<file path="src/rtl/mcu_pkg.sv">
// Shared types and encodings for the multicycle MIPS control unit.
// MCU_BNE_EN adds the BNE state and makes opcode 000101 legal.
package mcu_pkg;

   typedef enum logic [3:0] {
      StFetch  = 4'd0,
      StDecode = 4'd1,
      StMemAdr = 4'd2,
      StMemRd  = 4'd3,
      StMemWb  = 4'd4,
      StMemWr  = 4'd5,
      StExec   = 4'd6,
      StAluWb  = 4'd7,
      StAddiEx = 4'd8,
      StAddiWb = 4'd9,
      StBranch = 4'd10,
      StJump   = 4'd11
`ifdef MCU_BNE_EN
      ,
      StBne    = 4'd12
`endif
   } state_t;

   localparam logic [5:0] OP_RTYPE = 6'b000000;
   localparam logic [5:0] OP_LW    = 6'b100011;
   localparam logic [5:0] OP_SW    = 6'b101011;
   localparam logic [5:0] OP_BEQ   = 6'b000100;
   localparam logic [5:0] OP_BNE   = 6'b000101;
   localparam logic [5:0] OP_ADDI  = 6'b001000;
   localparam logic [5:0] OP_J     = 6'b000010;

   localparam logic [5:0] F_ADD = 6'b100000;
   localparam logic [5:0] F_SUB = 6'b100010;
   localparam logic [5:0] F_AND = 6'b100100;
   localparam logic [5:0] F_OR  = 6'b100101;
   localparam logic [5:0] F_NOR = 6'b100111;
   localparam logic [5:0] F_SLT = 6'b101010;

   localparam logic [2:0] ALU_AND = 3'b000;
   localparam logic [2:0] ALU_OR  = 3'b001;
   localparam logic [2:0] ALU_ADD = 3'b010;
   localparam logic [2:0] ALU_NOR = 3'b011;
   localparam logic [2:0] ALU_SUB = 3'b110;
   localparam logic [2:0] ALU_SLT = 3'b111;

   localparam logic [1:0] SRCB_B      = 2'b00;
   localparam logic [1:0] SRCB_FOUR   = 2'b01;
   localparam logic [1:0] SRCB_IMM    = 2'b10;
   localparam logic [1:0] SRCB_IMM_SH = 2'b11;

   localparam logic [1:0] PCSRC_ALU    = 2'b00;
   localparam logic [1:0] PCSRC_ALUOUT = 2'b01;
   localparam logic [1:0] PCSRC_JUMP   = 2'b10;

endpackage

</file>
<file path="src/rtl/multicycle_control_unit_if.sv">
// Control-unit <-> IR/datapath bundle; master is the control unit, slave the datapath.
interface multicycle_control_unit_if #(
   parameter int unsigned OP_W      = 6,
   parameter int unsigned FUNCT_W   = 6,
   parameter int unsigned ALUCTRL_W = 3,
   parameter int unsigned STATE_W   = 4
);
   logic [OP_W-1:0]      op;
   logic [FUNCT_W-1:0]   funct;
   logic                 zero;
   logic                 mem_ready;
   logic                 pc_en;
   logic                 iord;
   logic                 ir_write;
   logic                 mem_write;
   logic                 reg_write;
   logic                 reg_dst;
   logic                 mem_to_reg;
   logic                 alu_src_a;
   logic [1:0]           alu_src_b;
   logic [1:0]           pc_src;
   logic [ALUCTRL_W-1:0] alu_control;
   logic                 illegal;
   logic [STATE_W-1:0]   state_o;

   modport master (
      input  op, funct, zero, mem_ready,
      output pc_en, iord, ir_write, mem_write, reg_write, reg_dst, mem_to_reg,
             alu_src_a, alu_src_b, pc_src, alu_control, illegal, state_o
   );

   modport slave (
      output op, funct, zero, mem_ready,
      input  pc_en, iord, ir_write, mem_write, reg_write, reg_dst, mem_to_reg,
             alu_src_a, alu_src_b, pc_src, alu_control, illegal, state_o
   );

endinterface

</file>
<file path="src/rtl/mcu_alu_decoder.sv">
// R-type funct to ALU control decode, with a flag for supported funct codes.
module mcu_alu_decoder
   import mcu_pkg::*;
#(
   parameter int unsigned FUNCT_W   = 6,
   parameter int unsigned ALUCTRL_W = 3
) (
   input  logic [FUNCT_W-1:0]   funct_i,
   output logic [ALUCTRL_W-1:0] alu_control_o,
   output logic                 funct_valid_o
);

   always_comb begin
      alu_control_o = ALUCTRL_W'(ALU_ADD);
      funct_valid_o = 1'b1;
      case (funct_i)
         FUNCT_W'(F_ADD): alu_control_o = ALUCTRL_W'(ALU_ADD);
         FUNCT_W'(F_SUB): alu_control_o = ALUCTRL_W'(ALU_SUB);
         FUNCT_W'(F_AND): alu_control_o = ALUCTRL_W'(ALU_AND);
         FUNCT_W'(F_OR):  alu_control_o = ALUCTRL_W'(ALU_OR);
         FUNCT_W'(F_NOR): alu_control_o = ALUCTRL_W'(ALU_NOR);
         FUNCT_W'(F_SLT): alu_control_o = ALUCTRL_W'(ALU_SLT);
         default:         funct_valid_o = 1'b0;
      endcase
   end

endmodule

</file>
<file path="src/rtl/multicycle_control_unit.sv">
// Multicycle MIPS control FSM: Moore decode of state, write enables gated by mem_ready/zero.
// Define MCU_BNE_EN to add BNE support.
module multicycle_control_unit
   import mcu_pkg::*;
#(
   parameter int unsigned OP_W      = 6,
   parameter int unsigned FUNCT_W   = 6,
   parameter int unsigned ALUCTRL_W = 3,
   parameter int unsigned STATE_W   = 4
) (
   input logic                       clk,
   input logic                       rst_n,
   multicycle_control_unit_if.master bus
);

   state_t               state_q, state_d;
   logic                 run_q;
   logic                 is_load_q, is_load_d;
   logic [ALUCTRL_W-1:0] funct_alu;
   logic                 funct_valid;
   logic                 op_legal;
   logic                 pc_write, branch, branch_ne;
   logic                 ir_write_raw, mem_write_raw, reg_write_raw;

   mcu_alu_decoder #(
      .FUNCT_W  (FUNCT_W),
      .ALUCTRL_W(ALUCTRL_W)
   ) u_alu_dec (
      .funct_i      (bus.funct),
      .alu_control_o(funct_alu),
      .funct_valid_o(funct_valid)
   );

   always_comb begin : next_state
      state_d   = state_q;
      is_load_d = is_load_q;
      op_legal  = 1'b1;
      unique case (state_q)
         // Hold in FETCH until the first edge after reset release has set run_q.
         StFetch:  if (run_q && bus.mem_ready) state_d = StDecode;
         StDecode: begin
            is_load_d = (bus.op == OP_W'(OP_LW));
            case (bus.op)
               OP_W'(OP_LW),
               OP_W'(OP_SW):    state_d = StMemAdr;
               OP_W'(OP_RTYPE): begin
                  state_d  = funct_valid ? StExec : StFetch;
                  op_legal = funct_valid;
               end
               OP_W'(OP_ADDI):  state_d = StAddiEx;
               OP_W'(OP_BEQ):   state_d = StBranch;
               OP_W'(OP_J):     state_d = StJump;
`ifdef MCU_BNE_EN
               OP_W'(OP_BNE):   state_d = StBne;
`endif
               default: begin
                  state_d  = StFetch;
                  op_legal = 1'b0;
               end
            endcase
         end
         StMemAdr: state_d = is_load_q ? StMemRd : StMemWr;
         StMemRd:  if (bus.mem_ready) state_d = StMemWb;
         StMemWr:  if (bus.mem_ready) state_d = StFetch;
         StExec:   state_d = StAluWb;
         StAddiEx: state_d = StAddiWb;
         default:  state_d = StFetch;
      endcase
   end

   always_ff @(posedge clk or negedge rst_n) begin : fsm
      if (!rst_n) begin
         state_q   <= StFetch;
         run_q     <= 1'b0;
         is_load_q <= 1'b0;
      end else begin
         state_q   <= state_d;
         run_q     <= 1'b1;
         is_load_q <= is_load_d;
      end
   end

   always_comb begin : decode
      pc_write        = 1'b0;
      branch          = 1'b0;
      branch_ne       = 1'b0;
      ir_write_raw    = 1'b0;
      mem_write_raw   = 1'b0;
      reg_write_raw   = 1'b0;
      bus.iord        = 1'b0;
      bus.reg_dst     = 1'b0;
      bus.mem_to_reg  = 1'b0;
      bus.alu_src_a   = 1'b0;
      bus.alu_src_b   = SRCB_B;
      bus.pc_src      = PCSRC_ALU;
      bus.alu_control = ALUCTRL_W'(ALU_ADD);
      bus.illegal     = 1'b0;
      unique case (state_q)
         StFetch: begin
            bus.alu_src_b = SRCB_FOUR;
            ir_write_raw  = bus.mem_ready;
            pc_write      = bus.mem_ready;
         end
         StDecode: begin
            bus.alu_src_b = SRCB_IMM_SH;
            bus.illegal   = ~op_legal;
         end
         StMemAdr, StAddiEx: begin
            bus.alu_src_a = 1'b1;
            bus.alu_src_b = SRCB_IMM;
         end
         StMemRd: bus.iord = 1'b1;
         StMemWb: begin
            reg_write_raw  = 1'b1;
            bus.mem_to_reg = 1'b1;
         end
         StMemWr: begin
            bus.iord      = 1'b1;
            mem_write_raw = 1'b1;
         end
         StExec: begin
            bus.alu_src_a   = 1'b1;
            bus.alu_control = funct_alu;
         end
         StAluWb: begin
            reg_write_raw = 1'b1;
            bus.reg_dst   = 1'b1;
         end
         StAddiWb: reg_write_raw = 1'b1;
         StBranch: begin
            bus.alu_src_a   = 1'b1;
            bus.alu_control = ALUCTRL_W'(ALU_SUB);
            bus.pc_src      = PCSRC_ALUOUT;
            branch          = 1'b1;
         end
`ifdef MCU_BNE_EN
         StBne: begin
            bus.alu_src_a   = 1'b1;
            bus.alu_control = ALUCTRL_W'(ALU_SUB);
            bus.pc_src      = PCSRC_ALUOUT;
            branch_ne       = 1'b1;
         end
`endif
         StJump: begin
            bus.pc_src = PCSRC_JUMP;
            pc_write   = 1'b1;
         end
         default: ;
      endcase
   end

   // run_q keeps every write enable low during reset and the first cycle after release.
   assign bus.pc_en     = run_q & (pc_write | (branch & bus.zero) | (branch_ne & ~bus.zero));
   assign bus.ir_write  = run_q & ir_write_raw;
   assign bus.mem_write = run_q & mem_write_raw;
   assign bus.reg_write = run_q & reg_write_raw;
   assign bus.state_o   = STATE_W'(state_q);

endmodule

</file>
<file path="src/flat_wrapper.sv">
// flat-port wrapper written by rule: the top's interface ports become plain ports
module multicycle_control_unit_flat import mcu_pkg::*;
#(
   parameter int unsigned OP_W      = 6,
   parameter int unsigned FUNCT_W   = 6,
   parameter int unsigned ALUCTRL_W = 3,
   parameter int unsigned STATE_W   = 4
)
  (clk, rst_n, bus_op, bus_funct, bus_zero, bus_mem_ready, bus_pc_en, bus_iord, bus_ir_write, bus_mem_write, bus_reg_write, bus_reg_dst, bus_mem_to_reg, bus_alu_src_a, bus_alu_src_b, bus_pc_src, bus_alu_control, bus_illegal, bus_state_o);
  multicycle_control_unit_if #(.OP_W(OP_W), .FUNCT_W(FUNCT_W), .ALUCTRL_W(ALUCTRL_W), .STATE_W(STATE_W)) bus_i ();
  input logic clk;
  input logic rst_n;
  input wire logic [$bits(bus_i.op)-1:0] bus_op;
  input wire logic [$bits(bus_i.funct)-1:0] bus_funct;
  input wire logic [$bits(bus_i.zero)-1:0] bus_zero;
  input wire logic [$bits(bus_i.mem_ready)-1:0] bus_mem_ready;
  output wire logic [$bits(bus_i.pc_en)-1:0] bus_pc_en;
  output wire logic [$bits(bus_i.iord)-1:0] bus_iord;
  output wire logic [$bits(bus_i.ir_write)-1:0] bus_ir_write;
  output wire logic [$bits(bus_i.mem_write)-1:0] bus_mem_write;
  output wire logic [$bits(bus_i.reg_write)-1:0] bus_reg_write;
  output wire logic [$bits(bus_i.reg_dst)-1:0] bus_reg_dst;
  output wire logic [$bits(bus_i.mem_to_reg)-1:0] bus_mem_to_reg;
  output wire logic [$bits(bus_i.alu_src_a)-1:0] bus_alu_src_a;
  output wire logic [$bits(bus_i.alu_src_b)-1:0] bus_alu_src_b;
  output wire logic [$bits(bus_i.pc_src)-1:0] bus_pc_src;
  output wire logic [$bits(bus_i.alu_control)-1:0] bus_alu_control;
  output wire logic [$bits(bus_i.illegal)-1:0] bus_illegal;
  output wire logic [$bits(bus_i.state_o)-1:0] bus_state_o;
  assign bus_i.op = bus_op;
  assign bus_i.funct = bus_funct;
  assign bus_i.zero = bus_zero;
  assign bus_i.mem_ready = bus_mem_ready;
  assign bus_pc_en = bus_i.pc_en;
  assign bus_iord = bus_i.iord;
  assign bus_ir_write = bus_i.ir_write;
  assign bus_mem_write = bus_i.mem_write;
  assign bus_reg_write = bus_i.reg_write;
  assign bus_reg_dst = bus_i.reg_dst;
  assign bus_mem_to_reg = bus_i.mem_to_reg;
  assign bus_alu_src_a = bus_i.alu_src_a;
  assign bus_alu_src_b = bus_i.alu_src_b;
  assign bus_pc_src = bus_i.pc_src;
  assign bus_alu_control = bus_i.alu_control;
  assign bus_illegal = bus_i.illegal;
  assign bus_state_o = bus_i.state_o;
  multicycle_control_unit #(.OP_W(OP_W), .FUNCT_W(FUNCT_W), .ALUCTRL_W(ALUCTRL_W), .STATE_W(STATE_W)) u_core (.clk(clk), .rst_n(rst_n), .bus(bus_i));
endmodule
</file>
<file path="config.mk">
export PLATFORM = sky130hd
export DESIGN_NAME = multicycle_control_unit_flat
export DESIGN_NICKNAME = d
export VERILOG_FILES = /design/src/rtl/mcu_pkg.sv /design/src/rtl/multicycle_control_unit_if.sv /design/src/rtl/mcu_alu_decoder.sv /design/src/rtl/multicycle_control_unit.sv /design/src/flat_wrapper.sv
export SDC_FILE = /design/constraint.sdc
export NUM_CORES = 1
export LEC_CHECK = 0
export BUFFER_PORTS_ARGS = -buffer_cell sky130_fd_sc_hd__buf_2
export CORE_MARGIN = 4
export CORE_UTILIZATION = 35
export CTS_CLUSTER_SIZE = 8
export DETAILED_ROUTE_END_ITERATION = 10
export HOLD_SLACK_MARGIN = 0.08
export MAX_ROUTING_LAYER = met4
export REMOVE_ABC_BUFFERS = 1
export SYNTH_ARGS = -nofsm -noshare
export SYNTH_HDL_FRONTEND = slang
export SYNTH_SLANG_ARGS = --single-unit
export TNS_END_PERCENT = 30
</file>
<file path="constraint.sdc">
create_clock -name clk -period 4.3 [get_ports clk]
set_input_delay 0.43 -clock clk [delete_from_list [all_inputs] [get_ports clk]]
set_output_delay 0.43 -clock clk [all_outputs]
set_load 0.02 [all_outputs]
</file>
==> reports/qor.csv, run 1 <==
stage,metric,value,unit
pwr,leakage power,0.4402,nW
die,core area,2022,um2
logic_synthesis,Ys Warns,0,
timing,final worst-path cycle share,0.6347,
timing,maximum clock rate,366.4,MHz
detailed_routing,Iter 0 DRT Violations,11,
clock_network,clock buffer count from CTS,3,
placed_design,post-DP HPWL,1684,um
logic_synthesis,main area contributors after synthesis,"dfrtp_1, a21oi_1, nor2_1",
critical_path,reg2reg start,u_core.bus.state_o[0],
clock_network,root buf cell,clkbuf_4,
critical_path,CP Cell Sequence,nand2b_4 > or4_4 > or4b_1 > buf_2,
detailed_routing,drt pass-1 iters,4,
final_layout,Layout area overhead,27.59,%
grt,first-pass GRT wire length,3367,um
die,I/O Pins,36,
grt,initial antenna violation count,0,
detailed_routing,vias,879,
logic_synthesis,Synth Register Bits,6,
timing,final worst path period need,2.729,ns
timing,Slew @ Worst Pin,0.6720,ns
timing,TNS Setup,0,ns
timing,Fin Clk Skew,0.001496,ns
clock_network,CTS H-tree lvls,1,
detailed_routing,drt total wl,2158,um
clock_network,Post-CTS Setup Bufs,0,
critical_path,R2R Setup Slk,2.61,ns
critical_path,CP endpoint,bus_alu_control[1],
logic_synthesis,"FFs w/ async S/R, synth",1.000,
placed_design,I/O Buffers,35,
detailed_routing,vias per cell,5.327,
grt,grt total ovfl,0,
grt,vias in the first global route,808,
detailed_routing,DRC Markers,0,
timing,Hold WS,0.4558,ns
critical_path,type of the worst setup path,reg2out,
placed_design,Placer Congestion,0.8944,
die,Initial Utilization,0.3769,
logic_synthesis,"Seq/Total Area, Yosys",0.1970,
pwr,Worst VDD drop,0.1968,mV
timing,PnR worst setup slack,1.571,ns
pwr,Power Density,300.7,nW/um2
logic_synthesis,Cells after Synth,106,
final_layout,multi-input logic area,565.5,um2
logic_synthesis,Yosys top cell by area,dfrtp_1,
logic_synthesis,top cell type's share of synthesized area,0.1970,
critical_path,crit start category,flip-flop,
die,die area,2988,um2
final_layout,Final #Nets,156,
timing,RSZ-0062 raised after global routing,no,
logic_synthesis,Yosys cell types,46,
critical_path,Critical Path RT,3.87,ns
grt,largest net degree at the start of global routing,25,
outcome,outcome,"complete, no violations",
die,die width,54.66,um
detailed_routing,final antenna-violating net count,0,
logic_synthesis,Main synth FF type,dfrtp_1,
critical_path,worst-path fanout max,22,
critical_path,FF-to-FF path depth,3,
critical_path,CP max-delay cell,dfrtp_1,
critical_path,data arrival time of the worst path,2.30,ns
logic_synthesis,number of flops mapped to enable cells by yosys,0,
clock_network,Clock transition at path regs,0.04,ns
final_layout,fin cells,165,
timing,relative slew slack,0.5520,
die,# rows,16,
critical_path,Setup crit end kind,output port,
clock_network,CTS tree,built,
clock_network,clock sinks,6,
grt,GRT Total Usage,0.1552,
worst_hold_path,HP Class,in2reg,
placed_design,Inst Count DP,161,
final_layout,Fill cells,215,
timing,Final setup viols,0,
final_layout,diode count,0,
placed_design,pre-CTS setup slack,1.841,ns
logic_synthesis,Mean Syn Cell Area,7.189,um2
timing,fin. max-slew vios,0,
critical_path,worst stage delay on the critical path,0.76,ns
logic_synthesis,"Cell Area, Synth",762.0,um2
run,Max Cap Viol,0,
clock_network,worst-skew pair later-pin latency,0.24,ns
final_layout,utilization after layout,0.4808,
final_layout,register area,150.1,um2
timing,final hold violations,0,
detailed_routing,wire length per cell,13.08,um
final_layout,share of layout cells above drive strength 1,0.3188,
die,Die Y,54.66,um
worst_hold_path,HP Start,bus_op[4],
critical_path,reg2reg end,u_core.bus.state_o[1],
critical_path,Critical Path Start,u_core.bus.state_o[1],
clock_network,Bufs on Longest Clock Path,2,
cell usage after synthesis, types with 3 or more instances:
cell / number
nand2b_1: 4
dfrtp_1: 6
inv_1: 3
a21oi_1: 9
buf_2: 4
and3_1: 3
nand3b_1: 3
nor2_1: 11
o21ai_0: 4
nor3_1: 6
nand2_1: 9
o22ai_1: 3
registers in the layout (all words and copies together), names as in the netlist:
name,cells
u_core.bus.state_o,4
u_core.run_q,1
u_core.is_load_q,1
layer usage:
metal	GRT usage	vias to the layer above	share of wire
li1	-	459	-
met1	0.1817	390	0.45
met2	0.2697	30	0.48
met3	0.04087	0	0.071
met4	0.02075	0	0
met5	-	-	0
how the worst min path moves through the flow:
stage | slack, ns | depth (start not counted) | endpoint
final | 0.46 | 2 | u_core.is_load_q
after detailed placement | 0.26 | 1 | u_core.bus.state_o[3]
after floorplan | 0.13 | 0 | u_core.bus.state_o[0]
after global placement | 0.25 | 1 | u_core.run_q
after global routing | 0.45 | 2 | u_core.is_load_q
after CTS | 0.45 | 2 | u_core.is_load_q
worst max-delay path, delay by kind of cell, from the launching register on:
family | cells | cell delay (ns)
and+or+nand+nor | 3 | 1.12
DFF | 1 | 0.76
buffers and inverters | 1 | 0.17
final cells by class:
| cell class | count | area share |
|---|---|---|
| Clock buffer | 3 | 0.02317 |
| Inverter | 4 | 0.01544 |
| Multi-Input combinational cell | 89 | 0.5817 |
| Sequential cell | 6 | 0.1544 |
| Tap cell | 27 | 0.03475 |
| Timing Repair Buffer | 36 | 0.1905 |
cells in the final DEF (no fill, tap or decap), types with 2 or more instances in the layout:
master,n
buf_2,35
nor2_1,11
nand2_1,9
a21oi_1,9
nor3_1,6
dfrtp_1,6
nand2b_1,4
o21ai_0,4
inv_1,3
o22ai_1,3
nand3b_1,3
and3_1,3
clkbuf_4,3
or3b_2,2
xor2_1,2
o21a_1,2
or4_1,2
xnor2_1,2
o31ai_1,2
cells by family (layout without fill, tap and decap cells):
family          Yosys count  after routing  synth area share
mux                       2              2           0.02955
buf+inv                  11             43           0.06075
fa+ha+maj                 1              1           0.01314
xor+xnor                  4              4           0.04599
other cells               1              1          0.004921
flops                     6              6            0.1970
simple gates             52             52            0.4007
compound gates           29             29            0.2479
where the power goes:
part / leakage [nW] / internal [W] / switching (W)
logic: 0.346 / 0.0000672 / 0.0000808
registers: 0.0800 / 0.0000628 / 0.0000309
clock network: 0.0138 / 0.0000315 / 0.0000193
total: 0.440 / 0.000161 / 0.000131
what timing repair did:
| action | CTS | global route |
|---|---|---|
| hold buffers | 1 | 0 |
| hold endpoints to repair | 6 | 0 |
| resized for setup | 0 | 0 |
| endpoints found under the setup margin | 0 | 0 |
metrics by stage:
| step | instance area (um2) | power [W] |
|---|---|---|
| finish | 972.2 | 0.0002923 |
| global route | 972.2 | 0.0003202 |
| floorplan | 730.7 | 0.0001900 |
| global placement | 939.7 | 0.0002405 |
| detailed placement | 939.7 | 0.0002415 |
| CTS | 972.2 | 0.0002958 |
Note: power is estimated with default switching activity, not from simulation.
==> run 2, diff against run 1 <==
==> constraint.sdc (replaced) <==
create_clock -name clk -period 2.6 [get_ports clk]
set_input_delay 0.26 -clock clk [delete_from_list [all_inputs] [get_ports clk]]
set_output_delay 0.26 -clock clk [all_outputs]
set_load 0.02 [all_outputs]
==> reports/qor.csv, run 2 (synthesized netlist as in run 1, its figures left out) <==
stage,metric,value,unit
grt,initial antenna violation count,0,
final_layout,share of layout cells above drive strength 1,0.3333,
pwr,clock network power share,0.172,
clock_network,Post-CTS Setup Bufs,0,
detailed_routing,vias per cell,5.399,
clock_network,cts hold-fix bufs,1,
detailed_routing,DRC Markers,0,
pwr,sw frac,0.4429,
clock_network,CTS tree,built,
pwr,leakage power,0.4562,nW
critical_path,worst-path fanout max,15,
worst_hold_path,HP Start,bus_op[4],
grt,first-pass GRT wire length,3339,um
placed_design,Placer Congestion,0.8590,
critical_path,data arrival time of the worst path,2.15,ns
clock_network,post_cts resized,0,
die,die width,54.66,um
timing,fin. max-slew vios,0,
critical_path,reg2reg end,u_core.bus.state_o[1],
worst_hold_path,Min-Delay Endpoint,u_core.is_load_q,
die,# rows,16,
grt,largest net degree at the start of global routing,24,
critical_path,reg2reg start,u_core.bus.state_o[3],
final_layout,max FFs per register,4,
worst_hold_path,Hold Path Stages,2,
timing,final worst-path cycle share,0.9285,
critical_path,crit start category,flip-flop,
pwr,Power Density,497.8,nW/um2
pwr,power share of the combinational group,0.589,
die,Initial Utilization,0.3769,
grt,GRT Total Usage,0.1512,
grt,grt total ovfl,0,
worst_hold_path,HP Class,in2reg,
pwr,Worst VDD drop,0.2676,mV
timing,Final setup viols,0,
critical_path,Critical Path RT,2.34,ns
detailed_routing,vias,907,
critical_path,type of the worst setup path,reg2out,
final_layout,Layout area overhead,30.54,%
outcome,outcome,"complete, no violations",
timing,final hold violations,0,
clock_network,root buf cell,clkbuf_4,
final_layout,fin area,994.7,um2
detailed_routing,wire length per cell,12.17,um
final_layout,Final #Nets,159,
detailed_routing,Iter 0 DRT Violations,8,
final_layout,"commonest non-fill, non-tap cell in the layout",buf_2,
clock_network,Clock transition at path regs,0.05,ns
grt,vias in the first global route,784,
detailed_routing,final antenna-violating net count,0,
critical_path,FF-to-FF path depth,4,
final_layout,diode count,0,
clock_network,clock sinks,6,
timing,TNS Setup,0,ns
pwr,internal power,0.0002759,W
pwr,sequential share of power,0.239,
timing,final worst path period need,2.414,ns
die,I/O Pins,36,
placed_design,post-DP HPWL,1670,um
timing,Fin Clk Skew,0.008520,ns
die,die area,2988,um2
clock_network,clock buffer count from CTS,3,
clock_network,worst-skew pair later-pin latency,0.24,ns
final_layout,"commonest non-fill, non-tap cells in the layout","buf_2, nor2_1, nand2_1, a21oi_1",
detailed_routing,drt total wl,2044,um
detailed_routing,drt pass-1 iters,4,
placed_design,Placed Area,962.2,um2
final_layout,utilization after layout,0.4920,
die,Die Y,54.66,um
clock_network,Bufs on Longest Clock Path,2,
timing,maximum clock rate,414.2,MHz
pwr,P_sw,0.0002193,W
run,Max Cap Viol,0,
clock_network,CTS H-tree lvls,1,
placed_design,I/O Buffers,35,
timing,RSZ-0062 raised after global routing,no,
critical_path,R2R Setup Slk,1.04,ns
die,core area,2022,um2
critical_path,Setup crit end kind,output port,
==> run 2: changes by cell type in the layout (fill, tap and decap cells not counted) <==
cell / change
buf_4: +3
==> run 2: how the worst max path moves through the flow <==
stage	start	to	slack [ns]
floorplan	u_core.bus.state_o[0]	bus_alu_control[1]	0.38
CTS	u_core.bus.state_o[3]	bus_alu_control[1]	0.18
finish	u_core.bus.state_o[3]	bus_alu_control[1]	0.19
global route	u_core.bus.state_o[3]	bus_alu_control[1]	0.07
global placement	u_core.bus.state_o[3]	bus_alu_control[1]	0.49
detailed placement	u_core.bus.state_o[3]	bus_alu_control[1]	0.46
==> run 2: per-layer routing <==
metal | track usage | share of wire | up-vias | routed length [um]
li1 | - | - | 466 | -
met1 | 0.1836 | 0.45 | 415 | 921
met2 | 0.2539 | 0.48 | 26 | 977
met3 | 0.02997 | 0.071 | 0 | 145
met4 | 0.03734 | 0 | 0 | 0
met5 | - | 0 | - | 0
==> run 2: critical path: stages (launching register included) <==
cell,delay (ns)
dfrtp_1,0.53
nand2b_1,0.30
or4_4,0.45
or4b_1,0.46
buf_2,0.17
==> run 2: final cells by class <==
cell class,instances,area [um2]
Tap cell,27,33.78
Multi-Input combinational cell,89,565.5
Timing Repair Buffer,39,207.7
Clock buffer,3,22.52
Fill cell,215,1027
Inverter,4,15.01
Sequential cell,6,150.1
==> run 2: power groups by stage <==
stage          combinational, W  sequential, W  clock (W)
6_report               0.000292       0.000118  0.0000853
4_1_cts                0.000292       0.000118  0.0000910
2_1_floorplan          0.000159       0.000155          0
3_3_place_gp           0.000287       0.000118          0
3_5_place_dp           0.000290       0.000119          0
5_1_grt                0.000320       0.000120  0.0000996
==> run 2: through the flow <==
| stage | power, W | hold slack, ns | std cells | setup WS [ns] |
|---|---|---|---|---|
| floorplan | 0.0003142 | -0.03559 | 99 | 0.3805 |
| global placement | 0.0004053 | 0.08523 | 164 | 0.4908 |
| detailed placement | 0.0004091 | 0.08890 | 164 | 0.4571 |
| CTS | 0.0005006 | 0.2591 | 168 | 0.1790 |
| global route | 0.0005401 | 0.2599 | 168 | 0.07291 |
| finish | 0.0004952 | 0.2663 | 168 | 0.1859 |
==> run 3, diff against run 2 <==
--- a/config.mk
+++ b/config.mk
@@ -12,6 +12,7 @@
 export DETAILED_ROUTE_END_ITERATION = 10
 export HOLD_SLACK_MARGIN = 0.08
 export MAX_ROUTING_LAYER = met4
+export PLACE_DENSITY_LB_ADDON = 0.05
 export REMOVE_ABC_BUFFERS = 1
 export SYNTH_ARGS = -nofsm -noshare
 export SYNTH_HDL_FRONTEND = slang
==> reports/qor.csv, run 3 (synthesized netlist as in run 1, its figures left out) <==
stage,metric,value,unit
outcome,outcome,"complete, no violations",
clock_network,clock sinks,6,
worst_hold_path,Hold Path Stages,2,
final_layout,fin cells,168,
pwr,final total power,0.0005003,W
die,I/O Pins,36,
clock_network,worst-skew pair later-pin latency,0.25,ns
clock_network,Bufs on Longest Clock Path,2,
detailed_routing,vias per cell,5.363,
placed_design,post-DP HPWL,1629,um
critical_path,CP max-delay cell,dfrtp_2,
timing,fin. max-slew vios,0,
die,die width,54.66,um
grt,largest net degree at the start of global routing,24,
run,Max Cap Viol,0,
grt,met3 GRT Util,0.04360,
timing,final worst-path cycle share,0.8731,
timing,final hold violations,0,
detailed_routing,drt total wl,2069,um
final_layout,share of layout cells above drive strength 1,0.3404,
timing,final worst path period need,2.270,ns
pwr,Worst VDD drop,0.3004,mV
placed_design,Placer Congestion,0.7681,
detailed_routing,vias,901,
grt,Top Usage Layer GRT,met2,
grt,first-pass GRT wire length,3360,um
timing,PnR worst setup slack,0.3300,ns
clock_network,root buf cell,clkbuf_4,
critical_path,crit start category,flip-flop,
critical_path,"delay-heaviest family, CP",simple AND/OR/NAND/NOR gates,
pwr,Power Density,502.4,nW/um2
critical_path,CP Cell Sequence,nand2b_1 > or4_4 > or4b_1 > buf_2,
critical_path,Critical Path RT,2.34,ns
detailed_routing,DRC Markers,0,
final_layout,Layout area overhead,30.71,%
detailed_routing,Iter 0 DRT Violations,32,
grt,grt total ovfl,0,
clock_network,CTS H-tree lvls,1,
grt,initial antenna violation count,0,
final_layout,max FFs per register,4,
pwr,leakage power,0.4545,nW
die,Initial Utilization,0.3769,
clock_network,CTS tree,built,
final_layout,Fill cells,231,
grt,vias in the first global route,734,
clock_network,clock buffer count from CTS,3,
die,# rows,16,
final_layout,diode count,0,
timing,Hold WS,0.2756,ns
critical_path,crit path buf inv count,1,
placed_design,I/O Buffers,35,
critical_path,reg2reg end,u_core.bus.state_o[1],
critical_path,reg2reg start,u_core.bus.state_o[3],
critical_path,worst-path fanout max,15,
final_layout,"commonest non-fill, non-tap cells in the layout","buf_2, nor2_1, nand2_1, a21oi_1, nor3_1",
die,Die Y,54.66,um
detailed_routing,final antenna-violating net count,0,
critical_path,type of the worst setup path,reg2out,
critical_path,Critical Path Stages,4,
critical_path,data arrival time of the worst path,2.01,ns
final_layout,"commonest non-fill, non-tap cell in the layout",buf_2,
worst_hold_path,HP Class,in2reg,
critical_path,CP endpoint,bus_alu_control[1],
critical_path,Setup crit end kind,output port,
clock_network,Post-CTS Setup Bufs,0,
final_layout,Final #Nets,159,
die,die area,2988,um2
critical_path,R2R Setup Slk,1.12,ns
critical_path,Critical Path Start,u_core.bus.state_o[2],
detailed_routing,wire length per cell,12.32,um
timing,maximum clock rate,440.5,MHz
die,core area,2022,um2
timing,RSZ-0062 raised after global routing,no,
critical_path,worst stage delay on the critical path,0.51,ns
detailed_routing,drt pass-1 iters,4,
timing,TNS Setup,0,ns
placed_design,pre-CTS setup slack,0.4446,ns
grt,met1 usage,0.2157,
critical_path,FF-to-FF path depth,5,
timing,Final setup viols,0,
timing,Fin Clk Skew,0.006878,ns
placed_design,Inst Count DP,164,
grt,met2 usage,0.2283,
clock_network,Clock transition at path regs,0.05,ns
grt,GRT Total Usage,0.1580,
[run 3: layout make-up]
cell class | count | area [um2] | area share
Clock buffer | 3 | 22.52 | 0.02261
Inverter | 4 | 15.01 | 0.01508
Multi-Input combinational cell | 89 | 565.5 | 0.5678
Sequential cell | 6 | 151.4 | 0.1520
Tap cell | 27 | 33.78 | 0.03392
Timing Repair Buffer | 39 | 207.7 | 0.2085
[run 3: how the worst min path moves through the flow]
stage / from / to / slack [ns]
final: bus_op[4] / u_core.is_load_q / 0.28
after global routing: bus_op[4] / u_core.is_load_q / 0.27
after CTS: bus_op[4] / u_core.is_load_q / 0.26
after detailed placement: rst_n / u_core.bus.state_o[0] / 0.09
after global placement: rst_n / u_core.run_q / 0.09
after floorplan: rst_n / u_core.bus.state_o[0] / -0.04
[run 3: repair_timing]
action | 4_1_cts | 5_1_grt
endpoints found under the hold margin | 6 | 0
gates resized for setup | 0 | 1
setup endpoints to repair | 0 | 1
hold buffers | 1 | 0
[run 3: power by group]
| group | leakage [nW] | total, W | switching, W | internal (W) |
|---|---|---|---|---|
| Sequential | 0.0783 | 0.000112 | 0.00000744 | 0.000105 |
| Combinational | 0.362 | 0.000302 | 0.000180 | 0.000122 |
| Clock | 0.0138 | 0.0000865 | 0.0000342 | 0.0000522 |
[run 3: per-stage QoR]
step | instance area, um2 | utilization
global placement | 962.2 | 0.4759
floorplan | 730.7 | -
CTS | 994.7 | 0.4920
finish | 996.0 | 0.4926
global route | 996.0 | 0.4926
detailed placement | 962.2 | 0.4759
[run 3: routing by layer]
layer	vias to the layer above	wire [um]
met5	-	0
met3	2	209
met4	0	7
li1	462	-
met2	40	883
met1	397	969
